--- src/rtl/porownanie_bist_if.sv ---
// Comparator bus between the BIST driver (master) and the comparator under
// test (slave): two operands out, one combinational result back.
interface porownanie_bist_if #(
  parameter int BITS = 32
);
  logic [BITS-1:0] o_arg_A;
  logic [BITS-1:0] o_arg_B;
  logic            i_result;

  modport master (output o_arg_A, output o_arg_B, input i_result);
  modport slave  (input o_arg_A, input o_arg_B, output i_result);
endinterface

--- src/rtl/porownanie_bist.sv ---
// porownanie_bist: on-chip BIST driver/checker for the comparator.
// An xorshift32 generator produces operand pairs, two steps per vector; each
// vector is driven for one GEN cycle and checked at the end of the following
// CHECK cycle against the contract result = (A > B), unsigned.
// Optional feature macro: PORWN_BIST_CAPTURE_EN adds first-mismatch capture
// ports o_fail_A, o_fail_B and o_fail_idx.
module porownanie_bist #(
  parameter int          BITS      = 32,
  parameter int          N_VECTORS = 16,
  parameter logic [31:0] SEED      = 32'h0000_0001,
  localparam int         CW        = $clog2(N_VECTORS + 1)
) (
  input  logic                 i_clk,
  input  logic                 i_rst_n,
  input  logic                 i_start,
  porownanie_bist_if.master    cmp,
  output logic                 o_busy,
  output logic                 o_done,
  output logic                 o_pass,
  output logic [CW-1:0]        o_err_cnt,
  output logic [CW-1:0]        o_vec_cnt
`ifdef PORWN_BIST_CAPTURE_EN
  ,
  output logic [BITS-1:0]      o_fail_A,
  output logic [BITS-1:0]      o_fail_B,
  output logic [CW-1:0]        o_fail_idx
`endif
);

  typedef enum logic [1:0] {S_IDLE, S_GEN, S_CHECK, S_DONE} state_t;

  state_t          state_q, state_d;
  logic [31:0]     gen_q, gen_d;
  logic [BITS-1:0] arg_a_q, arg_a_d;
  logic [BITS-1:0] arg_b_q, arg_b_d;
  logic            busy_q, busy_d;
  logic            done_q, done_d;
  logic            pass_q, pass_d;
  logic [CW-1:0]   err_cnt_q, err_cnt_d;
  logic [CW-1:0]   vec_cnt_q, vec_cnt_d;
`ifdef PORWN_BIST_CAPTURE_EN
  logic [BITS-1:0] fail_a_q, fail_a_d;
  logic [BITS-1:0] fail_b_q, fail_b_d;
  logic [CW-1:0]   fail_idx_q, fail_idx_d;
  logic            captured_q, captured_d;
`endif

  logic [31:0] s1, s2;
  logic        expect_gt;
  logic        mismatch;
  logic        last_vec;

  // One xorshift32 step.
  function automatic logic [31:0] xs_step(input logic [31:0] x);
    logic [31:0] y;
    y = x ^ (x << 13);
    y = y ^ (y >> 17);
    y = y ^ (y << 5);
    return y;
  endfunction

  // Increment that sticks at all-ones instead of wrapping.
  function automatic logic [CW-1:0] sat_inc(input logic [CW-1:0] v);
    return (v == '1) ? v : v + CW'(1);
  endfunction

  // Next-state logic for the run sequencer, counters and operand registers.
  always_comb begin
    s1        = xs_step(gen_q);
    s2        = xs_step(s1);
    expect_gt = (arg_a_q > arg_b_q);
    mismatch  = (cmp.i_result != expect_gt);
    last_vec  = ((int'(vec_cnt_q) + 1) == N_VECTORS);

    state_d   = state_q;
    gen_d     = gen_q;
    arg_a_d   = arg_a_q;
    arg_b_d   = arg_b_q;
    busy_d    = busy_q;
    done_d    = done_q;
    pass_d    = pass_q;
    err_cnt_d = err_cnt_q;
    vec_cnt_d = vec_cnt_q;
`ifdef PORWN_BIST_CAPTURE_EN
    fail_a_d   = fail_a_q;
    fail_b_d   = fail_b_q;
    fail_idx_d = fail_idx_q;
    captured_d = captured_q;
`endif

    case (state_q)
      S_IDLE, S_DONE: begin
        if (i_start) begin
          // Reloading the seed makes every run replay the same vectors.
          state_d   = S_GEN;
          gen_d     = SEED;
          busy_d    = 1'b1;
          done_d    = 1'b0;
          pass_d    = 1'b0;
          err_cnt_d = '0;
          vec_cnt_d = '0;
`ifdef PORWN_BIST_CAPTURE_EN
          fail_a_d   = '0;
          fail_b_d   = '0;
          fail_idx_d = '0;
          captured_d = 1'b0;
`endif
        end
      end
      S_GEN: begin
        arg_a_d = s1[BITS-1:0];
        arg_b_d = s2[BITS-1:0];
        gen_d   = s2;
        state_d = S_CHECK;
      end
      S_CHECK: begin
        if (mismatch) begin
          err_cnt_d = sat_inc(err_cnt_q);
`ifdef PORWN_BIST_CAPTURE_EN
          if (!captured_q) begin
            fail_a_d   = arg_a_q;
            fail_b_d   = arg_b_q;
            fail_idx_d = vec_cnt_q;
            captured_d = 1'b1;
          end
`endif
        end
        vec_cnt_d = vec_cnt_q + CW'(1);
        if (last_vec) begin
          // Pass uses the updated count so a last-vector miss is included.
          state_d = S_DONE;
          busy_d  = 1'b0;
          done_d  = 1'b1;
          pass_d  = (err_cnt_d == '0);
        end else begin
          state_d = S_GEN;
        end
      end
      default: state_d = S_IDLE;
    endcase
  end

  // State register; reset aborts any run and returns all outputs to 0.
  always_ff @(posedge i_clk or negedge i_rst_n) begin
    if (!i_rst_n) begin
      state_q   <= S_IDLE;
      gen_q     <= SEED;
      arg_a_q   <= '0;
      arg_b_q   <= '0;
      busy_q    <= 1'b0;
      done_q    <= 1'b0;
      pass_q    <= 1'b0;
      err_cnt_q <= '0;
      vec_cnt_q <= '0;
`ifdef PORWN_BIST_CAPTURE_EN
      fail_a_q   <= '0;
      fail_b_q   <= '0;
      fail_idx_q <= '0;
      captured_q <= 1'b0;
`endif
    end else begin
      state_q   <= state_d;
      gen_q     <= gen_d;
      arg_a_q   <= arg_a_d;
      arg_b_q   <= arg_b_d;
      busy_q    <= busy_d;
      done_q    <= done_d;
      pass_q    <= pass_d;
      err_cnt_q <= err_cnt_d;
      vec_cnt_q <= vec_cnt_d;
`ifdef PORWN_BIST_CAPTURE_EN
      fail_a_q   <= fail_a_d;
      fail_b_q   <= fail_b_d;
      fail_idx_q <= fail_idx_d;
      captured_q <= captured_d;
`endif
    end
  end

  assign cmp.o_arg_A = arg_a_q;
  assign cmp.o_arg_B = arg_b_q;
  assign o_busy      = busy_q;
  assign o_done      = done_q;
  assign o_pass      = pass_q;
  assign o_err_cnt   = err_cnt_q;
  assign o_vec_cnt   = vec_cnt_q;
`ifdef PORWN_BIST_CAPTURE_EN
  assign o_fail_A    = fail_a_q;
  assign o_fail_B    = fail_b_q;
  assign o_fail_idx  = fail_idx_q;
`endif

endmodule

--- src/flat_wrapper.sv ---
// flat-port wrapper written by rule: the top's interface ports become plain ports
module porownanie_bist_flat 
#(
  parameter int          BITS      = 32,
  parameter int          N_VECTORS = 16,
  parameter logic [31:0] SEED      = 32'h0000_0001,
  localparam int         CW        = $clog2(N_VECTORS + 1)
)
  (i_clk, i_rst_n, i_start, o_busy, o_done, o_pass, o_err_cnt, o_vec_cnt, cmp_o_arg_A, cmp_o_arg_B, cmp_i_result);
  porownanie_bist_if #(.BITS(BITS)) cmp_i ();
  input  logic i_clk;
  input  logic i_rst_n;
  input  logic i_start;
  output logic o_busy;
  output logic o_done;
  output logic o_pass;
  output logic [CW-1:0] o_err_cnt;
  output logic [CW-1:0] o_vec_cnt;
  output wire logic [$bits(cmp_i.o_arg_A)-1:0] cmp_o_arg_A;
  output wire logic [$bits(cmp_i.o_arg_B)-1:0] cmp_o_arg_B;
  input wire logic [$bits(cmp_i.i_result)-1:0] cmp_i_result;
  assign cmp_o_arg_A = cmp_i.o_arg_A;
  assign cmp_o_arg_B = cmp_i.o_arg_B;
  assign cmp_i.i_result = cmp_i_result;
  porownanie_bist #(.BITS(BITS), .N_VECTORS(N_VECTORS), .SEED(SEED)) u_core (.i_clk(i_clk), .i_rst_n(i_rst_n), .i_start(i_start), .cmp(cmp_i), .o_busy(o_busy), .o_done(o_done), .o_pass(o_pass), .o_err_cnt(o_err_cnt), .o_vec_cnt(o_vec_cnt));
endmodule
--- config.mk ---
export PLATFORM = sky130hd
export DESIGN_NAME = porownanie_bist_flat
export DESIGN_NICKNAME = d
export VERILOG_FILES = /design/src/rtl/porownanie_bist_if.sv /design/src/rtl/porownanie_bist.sv /design/src/flat_wrapper.sv
export SDC_FILE = /design/constraint.sdc
export NUM_CORES = 1
export LEC_CHECK = 0
export CORE_MARGIN = 10
export CORE_UTILIZATION = 62
export CTS_CLUSTER_DIAMETER = 60
export DETAILED_ROUTE_END_ITERATION = 6
export GPL_TIMING_DRIVEN = 0
export PLACE_DENSITY = 0.95
export SYNTH_ARGS = -nofsm -noshare
export SYNTH_HDL_FRONTEND = slang
export SYNTH_SLANG_ARGS = --single-unit
--- constraint.sdc ---
create_clock -name i_clk -period 7.1 [get_ports i_clk]
set_input_delay 1.42 -clock i_clk [delete_from_list [all_inputs] [get_ports i_clk]]
set_output_delay 1.42 -clock i_clk [all_outputs]
set_load 0.02 [all_outputs]
Word level (Yosys, flattened, before mapping)
Cells that the tools add are included.
{ "classes": {"addsub": 3, "magnitude_cmp": 1, "bitwise": 6, "multipliers": 0, "muxes": 19, "reduce_logical": 8, "n_shift": 0, "eq_ne": 8, "n_div": 0} }
{ "ops": {"columns": ["cell", "count"], "rows": [
  ["XOR 32 bit", 4],
  ["one-hot mux 32 bit (2 select lines)", 1],
  ["XOR 32 x 15 -> 32 bit", 2],
  ["equality test 32 x 6 -> 1 bit (second input constant)", 1],
  ["> comparator 32 bit", 1],
  ["2-to-1 mux 32 bit", 1],
  ["2-to-1 mux 5 bit", 4],
  ["one-hot mux 5 bit (2 select lines)", 2],
  ["adder 5 x 1 -> 5 bit (second input constant)", 2],
  ["adder 5 x 1 -> 6 bit (second input constant)", 1],
  ["one-hot mux 1 bit (2 select lines)", 3],
  ["one-hot mux 2 bit (3 select lines)", 1],
  ["equality test 5 bit (second input constant)", 1],
  ["zero test 5 bit", 1],
  ["2-to-1 mux 1 bit", 5],
  ["equality test 2 bit (second input constant)", 2],
  ["2-to-1 mux 2 bit", 2],
  ["AND reduction 2 bit", 2],
  ["nonzero test 2 bit", 2],
  ["AND reduction 3 bit", 1],
  ["equality test 2 x 1 -> 1 bit (second input constant)", 1],
  ["zero test 2 bit", 1],
  ["inequality test 2 x 1 -> 1 bit (second input constant)", 1],
  ["inequality test 2 bit (second input constant)", 1],
  ["other kinds (2)", 2]
]} }
{ "word_totals": {"out_inout_bits": 77, "memories": 0, "reg_bits": 111, "ram_bits": 0, "input_bits": 4, "latchBits": 0, "romBits": 0} }

Depth between registers and ports, before layout
{ "depth": {"ltp_word": 7, "depth_mapped": 9, "mapped_depth_nobuf": 9} }

Worst setup path after synthesis
Ideal clock, no wire load.
{ "synth_timing": {"kind": "register -> register", "start": "reg u_core.arg_b_q[30] (netlist: u_core.cmp.o_arg_B[30])", "end": "reg u_core.err_cnt_q[1] (netlist: u_core.o_err_cnt[1])", "setup_time_ns": 0.126, "slack_ns": 4.314, "t_arrival_ns": 2.660, "stages_incl_launch_ff": 10, "path_cell_list": "dfrtp_1 inv_1 ha_1 nand4_1 or2_2 nor3_1 o31ai_1 a21oi_2 mux2_2 a311o_1"} }
{ "synth_between": {"elab_chain_cells": 5} }
{ "synth_rtl": {"columns": ["item", "line_no", "text"], "rows": [
  ["start, declared", "porownanie_bist.sv:35", "logic [BITS-1:0] arg_b_q, arg_b_d;"],
  ["start signal, assigned", "porownanie_bist.sv:165", "arg_b_q <= arg_b_d;"],
  ["> comparator 32 bit", "porownanie_bist.sv:71", "expect_gt = (arg_a_q > arg_b_q);"],
  ["inequality test 1 bit", "porownanie_bist.sv:72", "mismatch = (cmp.i_result != expect_gt);"],
  ["2-to-1 mux 5 bit", "porownanie_bist.sv:117", "if (mismatch) begin"],
  ["2-to-1 mux 5 bit", "porownanie_bist.sv:91", "case (state_q)"],
  ["one-hot mux 5 bit (2 select lines)", "porownanie_bist.sv:91", null],
  ["end signal, assigned", "porownanie_bist.sv:169", "err_cnt_q <= err_cnt_d;"],
  ["end, declared", "porownanie_bist.sv:39", "logic [CW-1:0] err_cnt_q, err_cnt_d;"]
]} }
No other way between the ends. The select of a mux whose other input is x is not followed.
A chain may end at the register's enable or synchronous reset.

Final worst setup path
{ "layout_timing": {"start": "in i_start", "end": "reg u_core.gen_q[11]"} }
{ "layout_between": {"elab_chain_cells": 2} }
{ "layout_rtl": {"columns": ["item", "line_no", "text"], "rows": [
  ["start, declared", "flat_wrapper.sv:13", "input logic i_start;"],
  ["inequality test 2 bit (no source line)", null, null],
  ["AND reduction 2 bit (no source line)", null, null],
  ["end signal, assigned", "porownanie_bist.sv:163", "gen_q <= gen_d;"],
  ["end, declared", "porownanie_bist.sv:33", "logic [31:0] gen_q, gen_d;"]
]} }
No other way between the ends.

==> impl_metrics.tcl <==
set metrics [dict create \
    outcome "complete, no violations" \
    post_cts_buffers 0 \
    netlist_area_um2 7060 \
    synth_compound_area_frac 0.125 \
    grt_usage 0.276 \
    htreeDepth 3 \
    fp.dieH_um 127 \
    critPathBufInv 3 \
    row_count 38 \
    synth.lib_cells_used.distinct 54 \
    grt_first_pass_wirelength_mm 35.5 \
    cts_max_path_buffers 2 \
    ys.flop_type "dfrtp_1" \
    period_needed_ns 3.39 \
    cts_tree "built" \
    worst_slew_pin_slew_ns 0.852 \
    synth_fp_nets 811 \
    grt_max_degree 59 \
    die-width_um 127 \
    ys_seq_elements 111 \
    yosys.area_share.simple 0.127 \
    dp_hpwl_mm 15.8 \
    nFillCells 642 \
    ctsResizeCount 0 \
    viasPerCell 6.41 \
    syn_to_final_growth_pct 18.7 \
    synth_fa_ha_area_frac 0.0674 \
    regArea_um2 2780 \
    fin_util 0.763 \
    crit_start "i_start" \
    multi_input_area_um2 3930 \
    cp_top_family "buffers and inverters" \
    path_cells "clkdlybuf4s50_1 > nand2_1 > o21a_1 > clkbuf_1 > clkbuf_1 > nand2_1 > o21ai_0" \
    start_util 0.643 \
    tns_ns 0 \
    synth_area_per_cell_um2 9.18 \
    io-pin-count 81 \
    start_kind "primary input" \
    dr.pass1.iters 5 \
    cap_violations 0 \
    clk_pin_slew_ns 0.08 \
    place_congestion 0.990 \
    hold_start "u_core.gen_q[26]$_DFFE_PN0P_" \
    synth-xor-area-share 0.207 \
    overflow 0 \
    coreArea_um2 11000 \
    antenna_found_initial 0 \
    drive_above_1_share 0.0612 \
    die_area_um2 16100 \
    netlist_instances 769 \
    yosysWarningCount 0 \
    setup_violations 0 \
    finalCritPeriodShare 0.478 \
    postCtsHoldBufs 0 \
    grt_pass1_vias 6440 \
    cp_slowest_cell "clkdlybuf4s50_1" \
    finalMaxSlewViolations 0 \
    io_buffers 80 \
    crit_arrival_ns 3.65 \
    postRouteWirelength_mm 22.7 \
    synth_edf_count 0 \
    rsz0062_at_grt "no" \
    timing.final.hold_violations 0 \
    crit_path_end_kind "flop" \
    worstHoldPathType "flop to flop" \
    maxSlewHeadroom 0.428 \
    cts.sinks 111 \
    drc_errors 0 \
    crit_path_max_fanout 10 \
    r2r-start "u_core.cmp.o_arg_B[31]$_DFFE_PN0P_" \
    synth_top_family_by_area "XOR/XNOR gates" \
    vias 6451 \
    critPathRequiredTime_ns 7.36 \
    ant_nets 0 \
    drt_first_iter_violations 1193 \
    cpPeakStageDelay_ns 0.51 \
    insertion_delay_ns 0.37 \
    nets 903 \
    async_reset_ff_frac 1.00 \
    finClkSkew_ns 0.00898 \
    critPathKind "primary input to flop" \
    cp.depth 7 \
    cts_buffers 9 \
    wl_per_cell_um 22.5 \
    fmax_ghz 0.295 \
    synthMuxAreaShare 0.0296 \
    whs_path_depth 2 \
    cts_root_buf "clkbuf_16" \
    synth_seq_area_share 0.394 \
    rr_worst_depth 9 \
    n_antenna_cell 0 \
]
-- per-layer routing --
layer  track usage  part of all wire  vias to the layer above
met5             0                 0                        -
met4         0.147             0.051                        0
met3        0.0775              0.12                      115
met2         0.445              0.47                      528
met1         0.329              0.35                     3050
li1              -                 -                     2758
-- cell usage in the layout, fill, tap and decap left out, types with 4 or more instances in the layout --
cell type / instances
a21oi_1: 57
nor2_1: 48
nor4_1: 4
buf_2: 8
clkdlybuf4s50_1: 79
xnor2_2: 5
nand4_1: 11
or2_2: 4
nand2_1: 89
nand3_1: 14
dfrtp_1: 110
buf_1: 5
o31ai_1: 6
clkbuf_16: 9
mux2_2: 7
xor2_1: 44
and3_1: 4
buf_4: 5
clkbuf_1: 27
ha_1: 38
nor3_1: 14
inv_1: 37
xnor2_1: 106
a21o_1: 4
mux2i_1: 13
o21ai_0: 66
-- cell usage after synthesis, types with 6 or more instances --
cell,instances,area (µm²)
a21oi_1,57,285
buf_2,8,40.0
clkbuf_1,27,101
dfrtp_1,110,2750
ha_1,38,475
inv_1,37,139
mux2_2,7,78.8
mux2i_1,13,130
nand2_1,89,334
nand3_1,14,70.1
nand4_1,11,68.8
nor2_1,48,180
nor3_1,14,70.1
o21ai_0,66,330
o31ai_1,6,45.0
xnor2_1,106,928
xor2_1,44,385
-- kinds of logic after synthesis --
kind of cell | Yosys count
and+or+nand+nor | 202
AOI/OAI and AO/OA | 157
adders and majority gates | 38
muxes | 20
xor gates and xnor gates | 158
buffers and inverters | 83
DFF | 111
-- worst paths after layout --
path                                                 endpoint  slack (ns)
max in group asynchronous         u_core.gen_q[0]$_DFFE_PN1P_        5.18
hold reg to reg                  u_core.gen_q[26]$_DFFE_PN0P_        0.53
setup / recovery                 u_core.gen_q[11]$_DFFE_PN0P_        3.71
min in group asynchronous  u_core.cmp.o_arg_A[24]$_DFFE_PN0P_        1.11
hold / removal                   u_core.gen_q[26]$_DFFE_PN0P_        0.53
setup reg to reg              u_core.o_err_cnt[1]$_DFFE_PN0P_        3.72
-- through the flow --
| step | worst slack (ns) | cells | hold slack [ns] | instance area [µm²] |
|---|---|---|---|---|
| detailed placement | 3.57 | 990 | 0.498 | 8060 |
| global route | 3.59 | 1006 | 0.552 | 8380 |
| global placement | 0.419 | 989 | 0.486 | 8040 |
| finish | 3.71 | 1006 | 0.532 | 8380 |
| CTS | 3.79 | 1006 | 0.530 | 8380 |
| floorplan | 4.31 | 769 | 0.470 | 7060 |
-- final cells by class --
class                           instances  share of cell area
Sequential cell                       111               0.332
Buffer                                 46              0.0254
Multi-Input combinational cell        575               0.469
Timing Repair Buffer                   81              0.0986
Inverter                               37              0.0166
Clock buffer                           11              0.0302
Clock inverter                          5             0.00762
Tap cell                              140              0.0209
-- worst min-delay path, stage by stage, from the launching register on --
cell and delay (ns):
dfrtp_1 0.37, nand2_1 0.06, o21ai_0 0.07
-- state kept, by name, indices dropped and copies added, names as in the netlist --
| register | count |
|---|---|
| u_core.cmp.o_arg_A | 32 |
| u_core.cmp.o_arg_B | 32 |
| u_core.o_err_cnt | 5 |
| u_core.o_pass | 1 |
| u_core.gen_q | 32 |
| u_core.o_busy | 1 |
| u_core.state_q | 2 |
| u_core.o_vec_cnt | 5 |
| u_core.o_done | 1 |
Power is not shown: default switching activity piles up to over one toggle a cycle in this logic, so the estimate is an artifact.
